<file path="config.mk">
export PLATFORM = sky130hd
export DESIGN_NAME = load_store_unit
export DESIGN_NICKNAME = d
export VERILOG_FILES = /design/src/rtl/load_store_unit.sv
export SDC_FILE = /design/constraint.sdc
export NUM_CORES = 1
export LEC_CHECK = 0
export CORE_AREA = 2 2 104 182
export CTS_BUF_LIST = sky130_fd_sc_hd__clkbuf_4
export DETAILED_ROUTE_END_ITERATION = 10
export DIE_AREA = 0 0 106 184
export HOLD_SLACK_MARGIN = 0.15
export PLACE_DENSITY = 0.62
export SYNTH_ARGS = -nofsm -noshare
export SYNTH_HDL_FRONTEND = slang
export SYNTH_SLANG_ARGS = --single-unit
</file>
<file path="constraint.sdc">
create_clock -name clk -period 1.55 [get_ports clk]
set_input_delay 0.2325 -clock clk [delete_from_list [all_inputs] [get_ports clk]]
set_output_delay 0.2325 -clock clk [all_outputs]
set_load 0.05 [all_outputs]
</file>
<file path="src/rtl/load_store_unit.sv">
// Load/store unit: formats RISC-V byte/half/word accesses onto a word-wide req/gnt/rvalid data port.
// Latency: store 2 cycles (accept, grant); load 3 cycles to rvalid, registered writeback one cycle later.
// Backpressure: stall_o holds execute until the grant (store) or rvalid (load); request held until granted.
module load_store_unit #(
  parameter int DW = 32
) (
  input  logic          clk,
  input  logic          rst_n,
  input  logic          lsu_valid_i,
  input  logic          lsu_we_i,
  input  logic [2:0]    func3_i,
  input  logic [DW-1:0] addr_i,
  input  logic [DW-1:0] wdata_i,
  input  logic [4:0]    rd_i,
  input  logic          flush_i,
  output logic          mem_req_o,
  output logic          mem_we_o,
  output logic [DW-1:0] mem_addr_o,
  output logic [DW-1:0] mem_wdata_o,
  output logic [3:0]    mem_wstrb_o,
  input  logic          mem_gnt_i,
  input  logic          mem_rvalid_i,
  input  logic [DW-1:0] mem_rdata_i,
  output logic          stall_o,
  output logic          wb_valid_o,
  output logic [4:0]    wb_rd_o,
  output logic [DW-1:0] wb_data_o,
  output logic          err_o
);

  localparam logic [1:0] S_IDLE = 2'd0;
  localparam logic [1:0] S_REQ  = 2'd1;
  localparam logic [1:0] S_WAIT = 2'd2;

  logic [1:0]    state_q;
  logic          we_q;
  logic [2:0]    func3_q;
  logic [1:0]    off_q;
  logic [4:0]    rd_q;
  logic [DW-1:0] addr_q;
  logic [DW-1:0] wdata_q;
  logic [3:0]    wstrb_q;

  logic          legal;
  logic          aligned;
  logic          accept;
  logic          bad_access;
  logic [DW-1:0] st_wdata;
  logic [3:0]    st_wstrb;
  logic [7:0]    ld_byte;
  logic [15:0]   ld_half;
  logic [DW-1:0] ld_data;

  // Decode legality/alignment of the execute-stage access and lane-align store data
  always_comb begin
    legal    = 1'b0;
    aligned  = 1'b1;
    st_wdata = wdata_i;
    st_wstrb = 4'b1111;
    case (func3_i)
      3'b000, 3'b001, 3'b010: legal = 1'b1;
      3'b100, 3'b101:         legal = !lsu_we_i;  // unsigned variants exist only for loads
      default:                legal = 1'b0;
    endcase
    case (func3_i)
      3'b001, 3'b101: aligned = !addr_i[0];
      3'b010:         aligned = (addr_i[1:0] == 2'b00);
      default:        aligned = 1'b1;
    endcase
    case (func3_i[1:0])
      2'b00: begin
        st_wdata = {4{wdata_i[7:0]}};
        st_wstrb = 4'b0001 << addr_i[1:0];
      end
      2'b01: begin
        st_wdata = {2{wdata_i[15:0]}};
        st_wstrb = 4'b0011 << addr_i[1:0];
      end
      default: begin
        st_wdata = wdata_i;
        st_wstrb = 4'b1111;
      end
    endcase
  end

  assign accept     = (state_q == S_IDLE) && lsu_valid_i && !flush_i && legal && aligned;
  assign bad_access = (state_q == S_IDLE) && lsu_valid_i && !flush_i && !(legal && aligned);

  // Extract and extend the addressed byte/halfword from the returned word
  always_comb begin
    ld_byte = mem_rdata_i[7:0];
    case (off_q)
      2'd0:    ld_byte = mem_rdata_i[7:0];
      2'd1:    ld_byte = mem_rdata_i[15:8];
      2'd2:    ld_byte = mem_rdata_i[23:16];
      default: ld_byte = mem_rdata_i[31:24];
    endcase
    ld_half = off_q[1] ? mem_rdata_i[31:16] : mem_rdata_i[15:0];
    case (func3_q)
      3'b000:  ld_data = {{24{ld_byte[7]}}, ld_byte};
      3'b100:  ld_data = {24'd0, ld_byte};
      3'b001:  ld_data = {{16{ld_half[15]}}, ld_half};
      3'b101:  ld_data = {16'd0, ld_half};
      default: ld_data = mem_rdata_i;
    endcase
  end

  // Access FSM: latch the accepted access, hold the request until granted, wait for load data
  always_ff @(posedge clk or negedge rst_n) begin
    if (!rst_n) begin
      state_q <= S_IDLE;
      we_q    <= 1'b0;
      func3_q <= 3'd0;
      off_q   <= 2'd0;
      rd_q    <= 5'd0;
      addr_q  <= '0;
      wdata_q <= '0;
      wstrb_q <= 4'd0;
    end else begin
      case (state_q)
        S_IDLE: begin
          if (accept) begin
            state_q <= S_REQ;
            we_q    <= lsu_we_i;
            func3_q <= func3_i;
            off_q   <= addr_i[1:0];
            rd_q    <= rd_i;
            addr_q  <= {addr_i[DW-1:2], 2'b00};
            wdata_q <= st_wdata;
            wstrb_q <= st_wstrb;
          end
        end
        S_REQ: begin
          if (mem_gnt_i) state_q <= we_q ? S_IDLE : S_WAIT;
        end
        S_WAIT: begin
          if (mem_rvalid_i) state_q <= S_IDLE;
        end
        default: state_q <= S_IDLE;
      endcase
    end
  end

  // Register load writeback one cycle after read data returns
  always_ff @(posedge clk or negedge rst_n) begin
    if (!rst_n) begin
      wb_valid_o <= 1'b0;
      wb_rd_o    <= 5'd0;
      wb_data_o  <= '0;
    end else begin
      wb_valid_o <= (state_q == S_WAIT) && mem_rvalid_i;
      if ((state_q == S_WAIT) && mem_rvalid_i) begin
        wb_rd_o   <= rd_q;
        wb_data_o <= ld_data;
      end
    end
  end

  // Memory port and pipeline control; combinational outputs are forced low while in reset
  always_comb begin
    mem_req_o   = (state_q == S_REQ);
    mem_we_o    = (state_q == S_REQ) && we_q;
    mem_wstrb_o = (state_q == S_REQ) ? wstrb_q : 4'd0;
    mem_addr_o  = addr_q;
    mem_wdata_o = wdata_q;
    stall_o     = rst_n && (accept ||
                            ((state_q == S_REQ) && !(we_q && mem_gnt_i)) ||
                            ((state_q == S_WAIT) && !mem_rvalid_i));
    err_o       = rst_n && bad_access;
  end

endmodule

</file>
==> flow_summary_export.csv <==
group,metric,value,unit
run_status,status,"complete, but fails checks",
run_status,violations,"negative setup slack",
cts,cts_buffers,17,
synth,synth_common_cells,"dfrtp_1 (117), nand2_1 (72), mux2_2 (53), a21oi_1 (43), nor2_1 (36)",
floorplan,die-area,0.0195,mm2
worst_hold_path,hold_path_class,"input pin to flop",
synth,yosysTopAreaCell,"dfrtp_1",
placed_design,port-buffer-count,218,
synth,synth_top_cell_area_share,0.548,
final_layout,final_nets,898,
floorplan,die_w,106,um
synth,synth_seq_cells,117,
timing,rsz0062_at_grt,"yes",
floorplan,ioPinCount,221,
synth,yosysWarnings,0,
detailed_routing,drt_iter0_markers,131,
detailed_routing,routed_wl,18200,um
synth,yosysUniqueCellTypes,41,
detailed_routing,ant_nets,0,
grt,antenna_found_initial,1,
critical_path,required,1.32,ns
detailed_routing,firstDrtPassIters,7,
pwr,leakage,4.11,nW
floorplan,core_area,0.0180,mm2
timing,fmax,496,MHz
critical_path,crit_fanout,4,
synth,synth_flop_cell,"dfrtp_1",
cts,worstSkewPairLatency,0.52,ns
synth,yosysMostFrequentCell,"dfrtp_1",
synth,avgSynthCellArea,10.9,um2
timing,period_needed,2.02,ns
timing,finalSetupViolations,102,
critical_path,r2r_start,"state_q[1]$_DFFE_PN0P_",
grt,grt_use_total,0.183,
final_layout,layout-drive-gt1-share,0.441,
job,cap_violations,0,
cts,clock-sinks,117,
critical_path,regToRegSetupSlack,-0.37,ns
placed_design,dp_slack,-0.535,ns
synth,synthCells,492,
floorplan,num_rows,65,
synth,ys_seq_area_frac,0.548,
critical_path,cp_slowest_stage_delay,0.44,ns
critical_path,worstSetupStartpointType,"flop",
timing,worst_slack,-0.466,ns
final_layout,final_area,0.00917,mm2
floorplan,start_util,0.297,
synth,synthArstFlopShare,1.00,
grt,grt_max_degree,75,
timing,drv_slew,0,
cts,cts_buffer_depth,2,
cts,root_buffer,"clkbuf_4",
critical_path,cp-end-kind,"output port",
synth,synthTopCellsByArea,"dfrtp_1 (55%), mux2_2 (11%), mux2i_1 (5.8%)",
grt,grt.overflow.total,0,
grt,grt_pass1_wl,27700,um
cts,htreeDepth,4,
placed_design,place_congestion,0.828,
critical_path,endpoint,"stall_o",
synth,synthesis.area,0.00534,mm2
detailed_routing,drc,0,
critical_path,crit_path_start,"state_q[1]$_DFFE_PN0P_",
pwr,vdd_drop_max,0.831,mV
timing,hold_viol_final,0,
critical_path,r2r-end,"mem_addr_o[25]$_DFFE_PN0P_",
worst_hold_path,whs_path_depth,2,
critical_path,crit_path_cell_trace,"nor4b_4 > buf_6 > a221oi_4 > a21boi_4 > buf_12",
placed_design,dp_cells,977,
critical_path,crit_type,"flop to output port",
placed_design,dp_hpwl,12900,um
detailed_routing,routedWlPerCell,17.6,um
detailed_routing,vias,4949,
placed_design,post_dp_cell_area,0.00814,mm2
cts,path_clk_slew,0.11,ns
timing,fin_skew,0.0306,ns
critical_path,r2r.worst_path.cells,8,
critical_path,crit_arrival,1.78,ns
synth,synth_edf_count,0,
cts,cts_tree,"done",
timing,fin_crit_sh,1.30,
final_layout,fin_cells,1035,
final_layout,syn2layout_area_growth,71.6,%
floorplan,die_h,184,um
grt,grt_pass1_vias,5247,
pwr,power_density,1700,mW/mm2
critical_path,crit_path_top_delay_cell,"dfrtp_1",
detailed_routing,via_per_inst,4.78,
## report_power, final
group          switching, mW  internal, mW  total (mW)
clock                   1.32         0.985        2.31
sequential             0.705          4.15        4.85
combinational           5.40          3.01        8.41
total                   7.43          8.14        15.6
## routing by layer
| metal | wire (um) | track usage |
|---|---|---|
| met5 | 0 | 0 |
| met4 | 332 | 0.0568 |
| met3 | 908 | 0.0429 |
| met2 | 10400 | 0.354 |
| met1 | 6500 | 0.193 |
## logic make-up after synthesis
family	count (synthesis)	synth area share
AOI/OAI and AO/OA	104	0.112
buffers and inverters	38	0.0316
DFF	117	0.548
muxes	89	0.180
other	1	0.000702
and+or+nand+nor	143	0.127
## worst max-delay path: cells and delay by family (launching register included)
kind | cells | cell delay [ns]
buffers and inverters | 2 | 0.31
AOI/OAI and AO/OA | 2 | 0.24
DFF | 1 | 0.44
and+or+nand+nor | 1 | 0.29
## stage by stage
| step | utilization | setup TNS (ns) | hold WS, ns | total power, mW |
|---|---|---|---|---|
| final | 0.510 | -25.66 | 0.281 | 15.6 |
| after global routing | 0.510 | -34.84 | 0.234 | 16.3 |
| after CTS | 0.492 | -20.95 | 0.221 | 15.4 |
| after detailed placement | 0.453 | -41.53 | 0.0538 | 12.8 |
| after global placement | 0.453 | -36.52 | 0.0534 | 12.7 |
| after floorplan | - | -0.153 | -0.0631 | 9.79 |
## final cells by class
type,instances,area [um2]
timing repair buffer,309,3060
antenna,1,2.50
clock buffer,18,135
clock inverter,14,151
sequential,117,2930
multi-input combinational,338,2580
fill,1631,8810
tap,234,293
inverter,4,18.8
## worst min-delay path by stage
stage	start	end	slack [ns]
6_report	mem_rdata_i[5]	wb_data_o[5]$_DFFE_PN0P_	0.28
5_1_grt	mem_rdata_i[6]	wb_data_o[6]$_DFFE_PN0P_	0.23
4_1_cts	mem_rdata_i[5]	wb_data_o[5]$_DFFE_PN0P_	0.22
3_5_place_dp	rst_n	func3_q[2]$_DFFE_PN0P_	0.05
3_3_place_gp	rst_n	func3_q[1]$_DFFE_PN0P_	0.05
2_1_floorplan	rst_n	func3_q[0]$_DFFE_PN0P_	-0.06
## registers in the layout, indices dropped and copies added (netlist names)
| register | count |
|---|---|
| mem_wdata_o | 32 |
| wb_data_o | 32 |
| mem_addr_o | 30 |
| rd_q | 5 |
| wb_rd_o | 5 |
| wstrb_q | 4 |
| func3_q | 3 |
| off_q | 2 |
| state_q | 2 |
| wb_valid_o | 1 |
| we_q | 1 |
## layout by cell type, fill, tap and decap left out, drive strengths merged, types with 4 or more instances in the layout
master,count
o2bb2ai,5
buf,194
mux2,58
clkbuf,22
a21oi,43
nor2,36
a211oi,5
and2,4
clkdlybuf4s50,109
dfrtp,117
nor3b,6
mux2i,31
o21ai,40
inv,7
clkinvlp,7
nor4,4
nand2,72
nand3b,9
## repair_timing
action	in CTS	in global routing
pin swaps	5	12
hold buffers	2	0
setup buffers	13	3
cloned	6	4
hold endpoints to repair	117	0
resized for setup	52	66
endpoints found under the setup margin	101	158
(Power assumes the default switching activity.)
==> RTL change 1 (same flow settings) <==
Put a register stage on the output `err_o`, without a reset. The value now appears one clock later. The other outputs are not delayed to match.
--- a/src/rtl/load_store_unit.sv
+++ b/src/rtl/load_store_unit.sv
@@ -31,6 +31,8 @@
   localparam logic [1:0] S_IDLE = 2'd0;
   localparam logic [1:0] S_REQ  = 2'd1;
   localparam logic [1:0] S_WAIT = 2'd2;
+
+  logic err_d;
 
   logic [1:0]    state_q;
   logic          we_q;
@@ -166,7 +168,11 @@
     stall_o     = rst_n && (accept ||
                             ((state_q == S_REQ) && !(we_q && mem_gnt_i)) ||
                             ((state_q == S_WAIT) && !mem_rvalid_i));
-    err_o       = rst_n && bad_access;
+    err_d       = rst_n && bad_access;
+  end
+
+  always_ff @(posedge clk) begin
+    err_o <= err_d;
   end
 
 endmodule
Function: changed (a bounded check fails within 4 cycles, from zero or initial values and one cycle with rst_n low).
==> RTL change 1 against the original RTL <==
  * The flow still finishes with violations (negative setup slack)
  * Design area rose by 2.2%
  * Via count grew 1.1%
  * Sequential cell count up 1
  * Synthesized area increased by 0.37%
  * Clock skew shrank 0.0096 ns
  * Sequential power increased by 0.8%
  * Setup slack lost 0.013 ns
  * Total power increased by 0.94%
  * Routed wire length rose by 1.8%
  * Largest cell class unchanged
==> RTL change 1: results (changes against the original RTL) <==
| Metric | Value |
|---|---|
| Clock skew | `0.0210 ns (-0.00958 ns)` |
| Reg2Reg Setup Slack | `-0.40 ns (-0.03 ns)` |
| Initial DRT Pass Iterations | `4 (-3)` |
| Post-synth ARST share | `99.2% (-0.85 points)` |
| R2R cell count | `7 (-1)` |
| Routed length on met3 | `848 µm (-6.6%)` |
| Post-route setup TNS | `-26.38 ns (-0.726 ns)` |
| Post_cts resized | `100 (+92%)` |
| Area post-placement | `8160 µm² (+0.23%)` |
| Cell Count, Final, Fillers Out | `1,048 (+1.3%)` |
| Avg Vias per Cell | `4.77 (-0.20%)` |
| Final WS setup | `-0.479 ns (-0.0127 ns)` |
| Final GP Congestion | `0.875 (+5.7%)` |
| DRT iter0 DRCs | `124 (-5.3%)` |
| Mean Syn Cell Area | `10.9 µm² (+0.17%)` |
| GR Util met3 | `3.97% (-0.32 points)` |
| Placed cell count | `981 (+0.41%)` |
| Lkg Pwr | `0.00424 µW (+3.3%)` |
| First-pass GRT wire length | `28,700 µm (+3.8%)` |
| M1 WL | `6590 µm (+1.5%)` |
| Failing checks | `negative setup slack` |
| # hold bufs at CTS | `1 (-1)` |
| Largest net degree at the start of global routing | `61 (-19%)` |
| Post-synthesis cell type count | `42 (+2.4%)` |
| Crit path DAT | `1.80 ns (+0.02 ns)` |
| # setup viols final | `105 (+2.9%)` |
| Mux cell area share after synthesis | `18.0% (-0.067 points)` |
| Power Density | `1680 nW/µm² (-1.2%)` |
| Fraction of layout cells with a size suffix above 1 | `45.4% (+1.3 points)` |
| Setup bufs post-CTS | `19 (+6)` |
| WHS | `0.281 ns (+0.000171 ns)` |
| Status | `finished, violations left` |
| Total track usage | `19.0% (+0.73 points)` |
| Top cells by area, synth | `dfrtp_1, mux2_2, mux2i_1` |
| Worst Path Max Fanout | `4 (unchanged)` |
| WL final | `18,500 µm (+1.8%)` |
| Dpl hpwl | `13,100 µm (+1.9%)` |
| Synth Area in Compound Gates | `11.2% (-0.042 points)` |
| VDD IR-drop max | `0.000751 V (-9.7%)` |
| Fillers | `1,623 (-0.49%)` |
| Met1 Use GR | `19.9% (+0.55 points)` |
| Antenna violations before repair | `2 (+1)` |
| Synthesis warning total | `0 (unchanged)` |
| Layout net count | `911 (+1.4%)` |
| Vias in the first global route | `5,399 (+2.9%)` |
| GRT met2 Usage | `36.6% (+1.3 points)` |
## RTL change 1: cell types whose count changed after synthesis
cell     before  now
dfxtp_1       0    1
## RTL change 1: final timing paths
kind                                 from       endpoint
max                            state_q[0]        stall_o
max in group asynchronous           rst_n       off_q[1]
min                        mem_rdata_i[4]   wb_data_o[4]
max reg2reg                    state_q[0]        rd_q[3]
min reg2reg                       rd_q[4]     wb_rd_o[4]
min in group asynchronous           rst_n  wb_data_o[25]
## RTL change 1: cell type report
class	count	area share (%)
Clock inverter	15	1.55
Inverter	4	0.174
Clock buffer	17	1.36
Sequential cell	118	31.5
Timing Repair Buffer	320	34.1
Antenna cell	1	0.0267
Tap cell	234	3.13
Multi-Input combinational cell	339	28.2
## RTL change 1: where the power goes
group          internal [µW]  total, µW  switching (µW)
Combinational           3160       8620            5460
Clock                    836       2210            1380
Sequential              4170       4890             716
Total                   8170      15700            7550
==> RTL change 2 (config.mk and constraints unchanged) <==
Made on the original files. Reset style: synchronous (`rst_n`), changed in 2 clocked blocks.
--- a/src/rtl/load_store_unit.sv
+++ b/src/rtl/load_store_unit.sv
@@ -106,7 +106,7 @@
   end
 
   // Access FSM: latch the accepted access, hold the request until granted, wait for load data
-  always_ff @(posedge clk or negedge rst_n) begin
+  always_ff @(posedge clk) begin
     if (!rst_n) begin
       state_q <= S_IDLE;
       we_q    <= 1'b0;
@@ -142,7 +142,7 @@
   end
 
   // Register load writeback one cycle after read data returns
-  always_ff @(posedge clk or negedge rst_n) begin
+  always_ff @(posedge clk) begin
     if (!rst_n) begin
       wb_valid_o <= 1'b0;
       wb_rd_o    <= 5'd0;
Function: differs if rst_n is asserted again (counterexample within 4 cycles, from zero or initial values and one cycle with rst_n low); with rst_n held inactive, the same outputs for 4 cycles.
==> RTL change 2 against the original RTL <==
  * The flow still finishes with violations (negative setup slack)
  * Design area is essentially flat
  * Die area unchanged
  * Synthesized area is 3.4% lower
  * Routed wire length up 12%
  * Setup slack worse by 0.074 ns
  * Sequential cell count unchanged
Power is not compared: it rests on default switching activity, and its combinational part moved more than twofold at a synthesized area within 25%.
==> RTL change 2: results (changes against the original RTL) <==
| Metric | Value |
|---|---|
| Status | `finished, violations left` |
| Failing checks | `negative setup slack` |
| Synth Area in Compound Gates | `15.7% (+4.5 points)` |
| Worst r2r src | `state_q[1]` |
| Max clock buf depth | `2 (unchanged)` |
| R2r endpoint | `mem_addr_o[19]` |
| Final WS setup | `-0.541 ns (-0.0745 ns)` |
| Worst hold path cell count | `3 (+1)` |
| Worst hold start | `addr_i[17]` |
| Worst Path Max Fanout | `3 (-1)` |
| Vias in the first global route | `5,516 (+5.1%)` |
| Initial DRT Pass Iterations | `4 (-3)` |
| Critical Path Start | `func3_i[2]` |
| Reg2Reg Setup Slack | `-0.16 ns (+0.21 ns)` |
| Sequential-to-total area share from yosys stat | `45.4% (-9.4 points)` |
| # setup viols final | `85 (-17%)` |
| WL final | `20,400 µm (+12%)` |
| Clock latency at the later pin of the worst-skew pair | `0.50 ns (-0.02 ns)` |
| Post-synthesis cell type count | `40 (-2.4%)` |
| Mux cell area share after synthesis | `7.85% (-10 points)` |
| Top cells by area, synth | `dfxtp_1, nand3_1, nand2_1` |
| Area post-placement | `7940 µm² (-2.5%)` |
| # hold bufs at CTS | `1 (-1)` |
| Total track usage | `20.1% (+1.8 points)` |
| Clock skew | `0.0134 ns (-0.0172 ns)` |
| R2R cell count | `9 (+1)` |
| WHS | `0.274 ns (-0.00684 ns)` |
| Dpl hpwl | `14,300 µm (+11%)` |
| Layout net count | `1,004 (+12%)` |
| Setup bufs post-CTS | `16 (+3)` |
| DRT iter0 DRCs | `154 (+18%)` |
| Crit path DAT | `1.86 ns (+0.08 ns)` |
| Final GP Congestion | `0.770 (-7.0%)` |
| Pre-CTS setup slack | `-0.571 ns (-0.0358 ns)` |
| Dominant register cell in the synthesized netlist | `dfxtp_1` |
| Post-route setup TNS | `-12.41 ns (+13.25 ns)` |
| First-pass GRT wire length | `29,900 µm (+8.0%)` |
| Synth Instances | `626 (+27%)` |
| Post-synth ARST share | `0% (-100 points)` |
| VDD IR-drop max | `0.000466 V` |
| Cell Count, Final, Fillers Out | `1,141 (+10%)` |
| Via Count | `5,623 (+14%)` |
| Worst Hold End | `mem_addr_o[17]` |
-- RTL change 2: cell types whose count changed in the layout (fill, tap and decap cells not counted), moves of 10 or more --
cell,change
mux2_2,-43
nor2_1,-26
o21ai_1,-22
a21oi_1,+19
o21ai_0,+29
a21oi_2,-21
o211a_1,+17
dfrtp_1,-116
nand3_1,+58
nand3_2,+61
buf_6,-10
dfxtp_1,+113
buf_12,+14
nand2_1,+37
-- RTL change 2: cells by family after synthesis --
logic type | Yosys count
flip-flops | 117
AND/OR/NAND/NOR | 279
buffers and inverters | 62
other | 1
AO/OA/AOI/OAI | 128
multiplexers | 39
-- RTL change 2: per-layer routing --
metal | global-route usage (%) | part of all wire, % | routed length [µm]
met3 | 4.50 | 5.2 | 1060
met4 | 9.32 | 2.7 | 559
met5 | 0 | 0 | 0
met2 | 38.5 | 57 | 11500
met1 | 20.2 | 35 | 7240
-- RTL change 2: cell type report --
cell class                 instances  area [µm²]
clock inverter                    15         203
tap                              234         293
inverter                           3        16.3
antenna                            1        2.50
timing repair buffer             306        3150
sequential                       117        2350
multi-input combinational        448        3030
fill                            1728        8800
clock buffer                      17         128
-- RTL change 2: critical path, stage by stage --
cell             delay, ns
clkdlybuf4s50_1       0.47
nor4_2                0.62
o21a_4                0.24
o31a_4                0.15
buf_12                0.13
-- RTL change 2: power breakdown --
group | switching [µW] | internal [µW] | leakage [µW] | total [µW]
Clock | 1310 | 1290 | 0.000163 | 2610
Sequential | 49.7 | 3080 | 0.000949 | 3130
Combinational | 763 | 684 | 0.00293 | 1450
